===== config.mk =====
export PLATFORM = sky130hd
export DESIGN_NAME = subleq_mem_loader
export DESIGN_NICKNAME = d
export VERILOG_FILES = /design/src/rtl/subleq_mem_loader.sv
export SDC_FILE = /design/constraint.sdc
export NUM_CORES = 1
export LEC_CHECK = 0
export ABC_AREA = 1
export CAP_MARGIN = 40
export CORE_MARGIN = 2
export CORE_UTILIZATION = 58
export CTS_CLUSTER_DIAMETER = 200
export DETAILED_ROUTE_END_ITERATION = 16
export GPL_TIMING_DRIVEN = 0
export PLACE_DENSITY_LB_ADDON = 0.2
export REMOVE_ABC_BUFFERS = 1
export SLEW_MARGIN = 20
export SYNTH_ARGS = -nofsm -noshare
export SYNTH_HDL_FRONTEND = slang
export SYNTH_SLANG_ARGS = --single-unit

===== constraint.sdc =====
create_clock -name clk -period 1.7 [get_ports clk]
set_input_delay 0.17 -clock clk [delete_from_list [all_inputs] [get_ports clk]]
set_output_delay 0.17 -clock clk [all_outputs]
set_load 0.1 [all_outputs]

===== src/rtl/subleq_mem_loader.sv =====
// Framed byte-stream loader for the subleq memory: writes big-endian words and
// holds the CPU in reset until the frame checksum has been verified.
module subleq_mem_loader #(
    parameter int unsigned ADDR_WIDTH    = 16,
    parameter int unsigned RELEASE_DELAY = 2
) (
    input  logic                  clk,
    input  logic                  areset_n,
    input  logic                  in_valid,
    output logic                  in_ready,
    input  logic [7:0]            in_data,
    input  logic                  load_start,
    output logic                  mem_we,
    output logic [ADDR_WIDTH-1:0] mem_addr,
    output logic [15:0]           mem_wdata,
    output logic                  cpu_areset,
    output logic                  done,
    output logic                  err
);

    typedef enum logic [3:0] {
        S_ADDR_HI,
        S_ADDR_LO,
        S_CNT_HI,
        S_CNT_LO,
        S_DATA_HI,
        S_DATA_LO,
        S_WRITE,
        S_CHECK,
        S_RELEASE,
        S_RUN,
        S_ERROR
    } state_t;

    state_t                  state_q, state_d;
    logic                    armed_q;
    logic [7:0]              hi_q, hi_d;
    logic [ADDR_WIDTH-1:0]   addr_q, addr_d;
    logic [ADDR_WIDTH-1:0]   mem_addr_q, mem_addr_d;
    logic [15:0]             wdata_q, wdata_d;
    logic [15:0]             count_q, count_d;
    logic [7:0]              sum_q, sum_d;
    logic [7:0]              rel_q, rel_d;
    logic                    ready_state;
    logic                    xfer;

    // armed_q keeps in_ready low until the first edge after reset release
    always_ff @(posedge clk or negedge areset_n) begin
        if (!areset_n) begin
            state_q    <= S_ADDR_HI;
            armed_q    <= 1'b0;
            hi_q       <= '0;
            addr_q     <= '0;
            mem_addr_q <= '0;
            wdata_q    <= '0;
            count_q    <= '0;
            sum_q      <= '0;
            rel_q      <= '0;
        end else begin
            state_q    <= state_d;
            armed_q    <= 1'b1;
            hi_q       <= hi_d;
            addr_q     <= addr_d;
            mem_addr_q <= mem_addr_d;
            wdata_q    <= wdata_d;
            count_q    <= count_d;
            sum_q      <= sum_d;
            rel_q      <= rel_d;
        end
    end

    always_comb begin
        state_d    = state_q;
        hi_d       = hi_q;
        addr_d     = addr_q;
        mem_addr_d = mem_addr_q;
        wdata_d    = wdata_q;
        count_d    = count_q;
        sum_d      = sum_q;
        rel_d      = rel_q;

        ready_state = (state_q == S_ADDR_HI) || (state_q == S_ADDR_LO) ||
                      (state_q == S_CNT_HI)  || (state_q == S_CNT_LO)  ||
                      (state_q == S_DATA_HI) || (state_q == S_DATA_LO) ||
                      (state_q == S_CHECK);
        xfer = in_valid && armed_q && ready_state;

        if (xfer && (state_q != S_CHECK)) begin
            sum_d = sum_q + in_data;
        end

        case (state_q)
            S_ADDR_HI: if (xfer) begin
                hi_d    = in_data;
                state_d = S_ADDR_LO;
            end
            S_ADDR_LO: if (xfer) begin
                addr_d  = ADDR_WIDTH'({hi_q, in_data});
                state_d = S_CNT_HI;
            end
            S_CNT_HI: if (xfer) begin
                hi_d    = in_data;
                state_d = S_CNT_LO;
            end
            S_CNT_LO: if (xfer) begin
                count_d = {hi_q, in_data};
                state_d = ({hi_q, in_data} == 16'd0) ? S_CHECK : S_DATA_HI;
            end
            S_DATA_HI: if (xfer) begin
                hi_d    = in_data;
                state_d = S_DATA_LO;
            end
            S_DATA_LO: if (xfer) begin
                wdata_d    = {hi_q, in_data};
                mem_addr_d = addr_q;
                state_d    = S_WRITE;
            end
            S_WRITE: begin
                addr_d  = addr_q + ADDR_WIDTH'(1);
                count_d = count_q - 16'd1;
                state_d = (count_q == 16'd1) ? S_CHECK : S_DATA_HI;
            end
            S_CHECK: if (xfer) begin
                rel_d   = '0;
                state_d = (in_data == sum_q) ? S_RELEASE : S_ERROR;
            end
            S_RELEASE: begin
                if (rel_q == 8'(RELEASE_DELAY - 1)) begin
                    state_d = S_RUN;
                end else begin
                    rel_d = rel_q + 8'd1;
                end
            end
            S_RUN, S_ERROR: if (load_start) begin
                sum_d   = '0;
                state_d = S_ADDR_HI;
            end
            default: state_d = S_ADDR_HI;
        endcase
    end

    assign in_ready   = armed_q && ready_state;
    assign mem_we     = (state_q == S_WRITE);
    assign mem_addr   = mem_addr_q;
    assign mem_wdata  = wdata_q;
    assign cpu_areset = (state_q != S_RUN);
    assign done       = (state_q == S_RUN);
    assign err        = (state_q == S_ERROR);

endmodule


==> flow_summary.toml, run 1 <==
[status]
outcome = "complete, but fails checks"
violations = "negative setup slack"

[floorplan]
die_x_um = 101.2
die_y_um = 101.2
fp.dieArea_sq_mm = 0.01024
placementRows = 35
core-area_sq_mm = 0.009196
ios = 49
initial_core_util_pct = 59.58

[grt]
grt_pass1_vias = 5001
grt_first_pass_wirelength_mm = 23.44
antenna_found_initial = 0
overflow = 0
track_usage_pct = 28.99
grt_max_degree = 58

[route]
wl_met1_mm = 6.127
wl_per_cell_um = 16.96
vias = 5462
drt-vias-per-instance = 5.737
drc = 0
top_layer = "met4"
met3_wirelength_mm = 1.023
drt_iter0_markers = 450
met2_length_mm = 8.407
wl_mm = 16.15
first_pass_iters = 7
antenna_left = 0

[synth]
yosysSeqAreaShare_pct = 42.48
ys_warn_count = 0
ys_types = 35
synth_area_per_cell_sq_um = 7.568
ys_seq_elements = 93
yosys.area.top_type = "dfrtp_1"
syn_inst = 724
synth_area_sq_mm = 0.005479
synthTopCellsByArea = "dfrtp_1, nand2_1, inv_1, nor2_1, o21ai_2"
synth_top_area_share_pct = 42.48

[critical_path]
cp.required_ps = 1960
cp-start-kind = "register"
reg2reg_slack_ps = -30
worstSetupPathType = "register to register"
startpoint = "state_q[0]$_DFFE_PN0P_"
worst_setup_path_end_kind = "register"
reg2reg_to = "mem_addr[12]$_DFFE_PN0P_"
r2r-start = "state_q[0]$_DFFE_PN0P_"
ff2ff_path_depth = 11
cp_data_arrival_time_ps = 1980
crit_fanout = 6

[power_and_ir_drop]
ir_drop_v = 0.001020
p_leak_nw = 3.644
pwr_density_cell_mw_per_mm2 = 1810
p_total_mw = 13.37

[clocking]
path_clk_slew_ps = 100
cts_tree = "built"
clock-sinks = 93
cts-root-buf = "clkbuf_8"
cts_buffers = 9
clockBufferDepth = 2
insertion_delay_ps = 370
htree_levels = 3

[placed_design]
place_hpwl_mm = 10.09
dp_worst_setup_slack_ps = -622.2
portBuffers = 48
routabilityCongestion = 0.9146

[layout]
layout-drive-gt1-share_pct = 23.31
fillers = 571
antenna_cells = 0
utilization_pct = 80.33
fin_nets = 861
syn_to_final_growth_pct = 34.83

[timing]
period_share_pct = 101.6
max_freq_mhz = 579.2
fin_skew_ps = 12.94
setup_viol = 13
finalCriticalPeriod_ps = 1727
finalHoldViolCount = 0
hold_slack_ps = 250.3
fin_setup_tns_ps = -156.9
setup_slack_ps = -26.54
drv_slew = 0
rsz0062_at_grt = "true"

[run]
cap_violations = 0

[worst_hold_path]
hold_class = "primary input to asynchronous set/reset pin"
[routing by layer]
metal  up-vias  global-route usage (%)
li1       2529                       -
met3        63                   3.589
met5         -                       0
met2       262                   52.01
met4         0                   9.979
met1      2608                   36.16
[stage by stage]
step,cells,cell area (sq um)
after CTS,926,6902
after global routing,952,7387
final,952,7387
after detailed placement,906,6603
after floorplan,707,5351
after global placement,866,5971
[layout by cell type (no fill, tap or decap), types with 9 or more instances in the layout]
master | netlist | routed
a21oi_1 | 16 | 16
buf_12 | 0 | 19
buf_4 | 0 | 23
buf_8 | 0 | 20
clkbuf_8 | 0 | 9
clkdlybuf4s50_1 | 0 | 32
dfrtp_1 | 93 | 89
ha_1 | 12 | 12
inv_1 | 89 | 88
nand2_1 | 199 | 186
nand2_2 | 22 | 26
nand2_4 | 2 | 11
nand3_1 | 51 | 49
nor2_1 | 77 | 70
o211ai_1 | 11 | 11
o21ai_0 | 28 | 27
o21ai_1 | 18 | 19
o21ai_2 | 32 | 32
xor2_1 | 13 | 13
[layout make-up]
class	count	area [sq um]	share of cell area [%]
Inverter	100	392.9	5.318
Sequential cell	93	2332	31.57
Clock inverter	7	96.34	1.304
Clock buffer	9	123.9	1.677
Multi-Input combinational cell	516	2811	38.06
Timing Repair Buffer	116	1491	20.19
Tap cell	111	138.9	1.880
[where the power goes]
part           switching, mW  internal [mW]  total, mW
Sequential             0.918           3.12       4.04
Combinational           4.91           2.75       7.66
Clock                  0.831          0.837       1.67
Total                   6.66           6.71       13.4
[synthesized netlist by cell type, drive strengths merged]
cell type	n
clkbuf	1
fa	1
nand4	9
xnor2	2
nand2	223
conb	1
nand3	53
nor2	81
o211ai	11
o21ai	78
a31oi	1
nand3b	1
o22ai	1
xor2	13
ha	12
a21oi	16
or2	1
inv	100
nor3	8
buf	16
a211oi	1
dfrtp	93
a21boi	1
[sequential cells by signal (all words and copies together), names as in the netlist]
| name | flops |
|---|---|
| addr_q | 16 |
| count_q | 16 |
| mem_addr | 16 |
| mem_wdata | 16 |
| hi_q | 8 |
| rel_q | 8 |
| sum_q | 8 |
| state_q | 4 |
| armed_q | 1 |
[worst max-delay path by stage]
stage,to,slack (ps),cells past startpoint
2_1_floorplan,cpu_areset,-1310,4
3_3_place_gp,rel_q[7]$_DFFE_PN0P_,-2980,1
3_5_place_dp,addr_q[8]$_DFFE_PN0P_,-620,8
4_1_cts,mem_addr[13]$_DFFE_PN0P_,-320,10
5_1_grt,addr_q[14]$_DFFE_PN0P_,-100,10
6_report,mem_addr[12]$_DFFE_PN0P_,-30,11
[kinds of logic (layout without fill, tap and decap cells)]
| logic type | count (synthesis) | after routing | synth area share [%] |
|---|---|---|---|
| AND/OR/NAND/NOR | 376 | 378 | 29.94 |
| flip-flops | 93 | 93 | 42.48 |
| AO/OA/AOI/OAI | 109 | 109 | 12.79 |
| buffers and inverters | 117 | 232 | 9.226 |
| adder cells (fa/ha/maj) | 13 | 13 | 3.106 |
| other | 1 | 1 | 0.06844 |
| XOR/XNOR | 15 | 15 | 2.398 |
[critical path: stages, from the launching register on]
cell	delay, ps
dfrtp_2	440
inv_2	60
nand2_4	100
nand2_4	50
nand2_4	90
inv_4	60
nor2_8	170
nand4_4	170
buf_12	190
clkbuf_16	170
nand2_2	70
o21ai_2	50
[timing repair]
action,in CTS,in global routing
buffers inserted,6,20
gates cloned,0,8
setup endpoints to repair,71,84
hold buffers,1,0
pin swaps,5,10
resized for setup,23,62
endpoints found under the hold margin,36,0
No activity file was read; power rests on OpenSTA's default activity.
==> run 2: changes to the inputs <==
--- a/config.mk
+++ b/config.mk
@@ -8,7 +8,8 @@
 export ABC_AREA = 1
 export CAP_MARGIN = 40
 export CORE_MARGIN = 2
-export CORE_UTILIZATION = 58
+export CORE_UTILIZATION = 65
+export CTS_BUF_LIST = sky130_fd_sc_hd__clkbuf_4 sky130_fd_sc_hd__clkbuf_8
 export CTS_CLUSTER_DIAMETER = 200
 export DETAILED_ROUTE_END_ITERATION = 16
 export GPL_TIMING_DRIVEN = 0
==> constraint.sdc (replaced) <==
create_clock -name clk -period 2 [get_ports clk]
set_input_delay 0.2 -clock clk [delete_from_list [all_inputs] [get_ports clk]]
set_output_delay 0.2 -clock clk [all_outputs]
set_load 0.1 [all_outputs]
==> flow_summary.toml, run 2 (synthesis results as in run 1) <==
[layout]
fin_nets = 838
syn_to_final_growth_pct = 26.12
antenna_cells = 0
layout-drive-gt1-share_pct = 18.09
layout_common_cells = "nand2_1, inv_1, dfrtp_1"
seq_area_sq_mm = 0.002332
multi_input_area_sq_mm = 0.002674
stdcell_area_sq_mm = 0.006910
final_common_cell = "nand2_1"
fillers = 473

[clocking]
htree_levels = 3
path_clk_slew_ps = 100
insertion_delay_ps = 370
clock-sinks = 93
cts_buffers = 9
cts-root-buf = "clkbuf_8"
clockBufferDepth = 2
cts_tree = "built"

[floorplan]
ios = 49
core-area_sq_mm = 0.008175
initial_core_util_pct = 67.02
die_y_um = 95.81
placementRows = 33
die_x_um = 95.81
fp.dieArea_sq_mm = 0.009180

[timing]
finalHoldViolCount = 0
setup_viol = 0
finalCriticalPeriod_ps = 1945
maxSlewHeadroom_pct = 57.35
fin_skew_ps = 8.698
setup_slack_ps = 54.62
tightestPinTransition_ps = 638.2
drv_slew = 0
period_share_pct = 97.27
max_freq_mhz = 514.0
rsz0062_at_grt = "false"

[power_and_ir_drop]
p_sw_mw = 5.458
p_total_mw = 10.77
p_comb_share_pct = 56.8
power_frac_seq_pct = 31.6
p_leak_nw = 3.334
clkPwrFrac_pct = 11.6
power.internal_mw = 5.309
pwr_density_cell_mw_per_mm2 = 1558
ir_drop_v = 0.0009132
switching_share_pct = 50.69

[placed_design]
portBuffers = 48
dp_worst_setup_slack_ps = -221.2
placed_area_sq_mm = 0.006588
routabilityCongestion = 0.8810
place_hpwl_mm = 10.23

[grt]
grt_pass1_vias = 5193
grt_first_pass_wirelength_mm = 23.83
track_usage_pct = 33.79
overflow = 0
grt_max_degree = 59
antenna_found_initial = 0

[critical_path]
r2r-start = "state_q[2]$_DFFE_PN0P_"
crit_fanout = 10
worstSetupPathType = "register to output port"
reg2reg_slack_ps = 100
worst_setup_path_end_kind = "output port"
reg2reg_to = "mem_wdata[4]$_DFFE_PN0P_"
cp_data_arrival_time_ps = 1750
cp.required_ps = 1800
cp-start-kind = "register"
ff2ff_path_depth = 7

[status]
outcome = "completed"

[route]
drt-vias-per-instance = 5.754
wl_mm = 14.62
drt_iter0_markers = 554
vias = 5311
wl_per_cell_um = 15.84
antenna_left = 0
first_pass_iters = 8
drc = 0

[run]
cap_violations = 0

[worst_hold_path]
hold_class = "primary input to asynchronous set/reset pin"
## run 2: cell types whose count changed in the layout (fill, tap and decap cells not counted), moves of 5 or more
cell | before | now
buf_6 | 6 | 1
nor2_1 | 70 | 76
buf_8 | 20 | 32
nand2_1 | 186 | 196
dlymetal6s2s_1 | 8 | 0
clkdlybuf4s50_1 | 32 | 42
buf_12 | 19 | 7
nand2_4 | 11 | 3
buf_4 | 23 | 6
## run 2: worst max-delay path, stage by stage, from the launching register on
cell,delay (ps)
dfrtp_2,450
clkinv_4,110
nand2_2,90
nor2_4,150
buf_12,140
dlygate4sd2_1,260
buf_12,180
## run 2: worst max path at each step
stage                     cells after the start                  endpoint  slack [ps]                   start
after detailed placement                      9    addr_q[15]$_DFFE_PN0P_        -220  state_q[3]$_DFFE_PN0P_
after floorplan                               4                cpu_areset       -1040  state_q[2]$_DFFE_PN0P_
after global placement                        1      rel_q[2]$_DFFE_PN0P_       -2660                areset_n
final                                         6                    mem_we          50  state_q[3]$_DFFE_PN0P_
after global routing                          6                    mem_we           4  state_q[3]$_DFFE_PN0P_
after CTS                                    10  mem_wdata[0]$_DFFE_PN0P_         -70  state_q[0]$_DFFE_PN0P_
## run 2: metrics by stage
step           TNS, ps  cells  hold WS, ps  utilization, %
6_report             0    923        311.8           84.53
5_1_grt              0    923        356.8           84.53
4_1_cts          -1082    919        300.1           84.04
3_5_place_dp     -5578    900        121.3           80.58
3_3_place_gp   -277870    860        463.2           72.94
2_1_floorplan   -15920    707       -95.59               -
## run 2: metal layers
metal  routed length (um)  track usage (%)  up-vias
li1                     -                -     2493
met4                  667            17.50        0
met5                    0                0        -
met2                 7406            59.50      260
met3                  917            4.307       61
met1                 5626            40.47     2497
## run 2: power by group through the flow
| stage | registers [mW] | clock network (mW) | logic [mW] |
|---|---|---|---|
| floorplan | 4.65 | 0 | 2.65 |
| global placement | 3.32 | 0 | 5.00 |
| detailed placement | 3.38 | 0 | 5.94 |
| CTS | 3.37 | 1.24 | 6.05 |
| global route | 3.48 | 1.32 | 6.62 |
| finish | 3.40 | 1.25 | 6.12 |
## run 2: area by class of cell
| cell class | count | share of cell area [%] |
|---|---|---|
| timing repair buffer | 94 | 17.27 |
| tap | 105 | 1.901 |
| clock inverter | 5 | 0.6156 |
| sequential | 93 | 33.75 |
| multi-input combinational | 515 | 38.69 |
| inverter | 100 | 5.577 |
| clock buffer | 11 | 2.191 |
## run 2: what timing repair did
item | in CTS | in global routing
gates resized for setup | 18 | 3
pin swaps | 3 | 1
cloned | 1 | 1
endpoints found under the setup margin | 41 | 29
hold endpoints to repair | 35 | 0
setup buffers | 3 | 3
hold buffers | 1 | 0
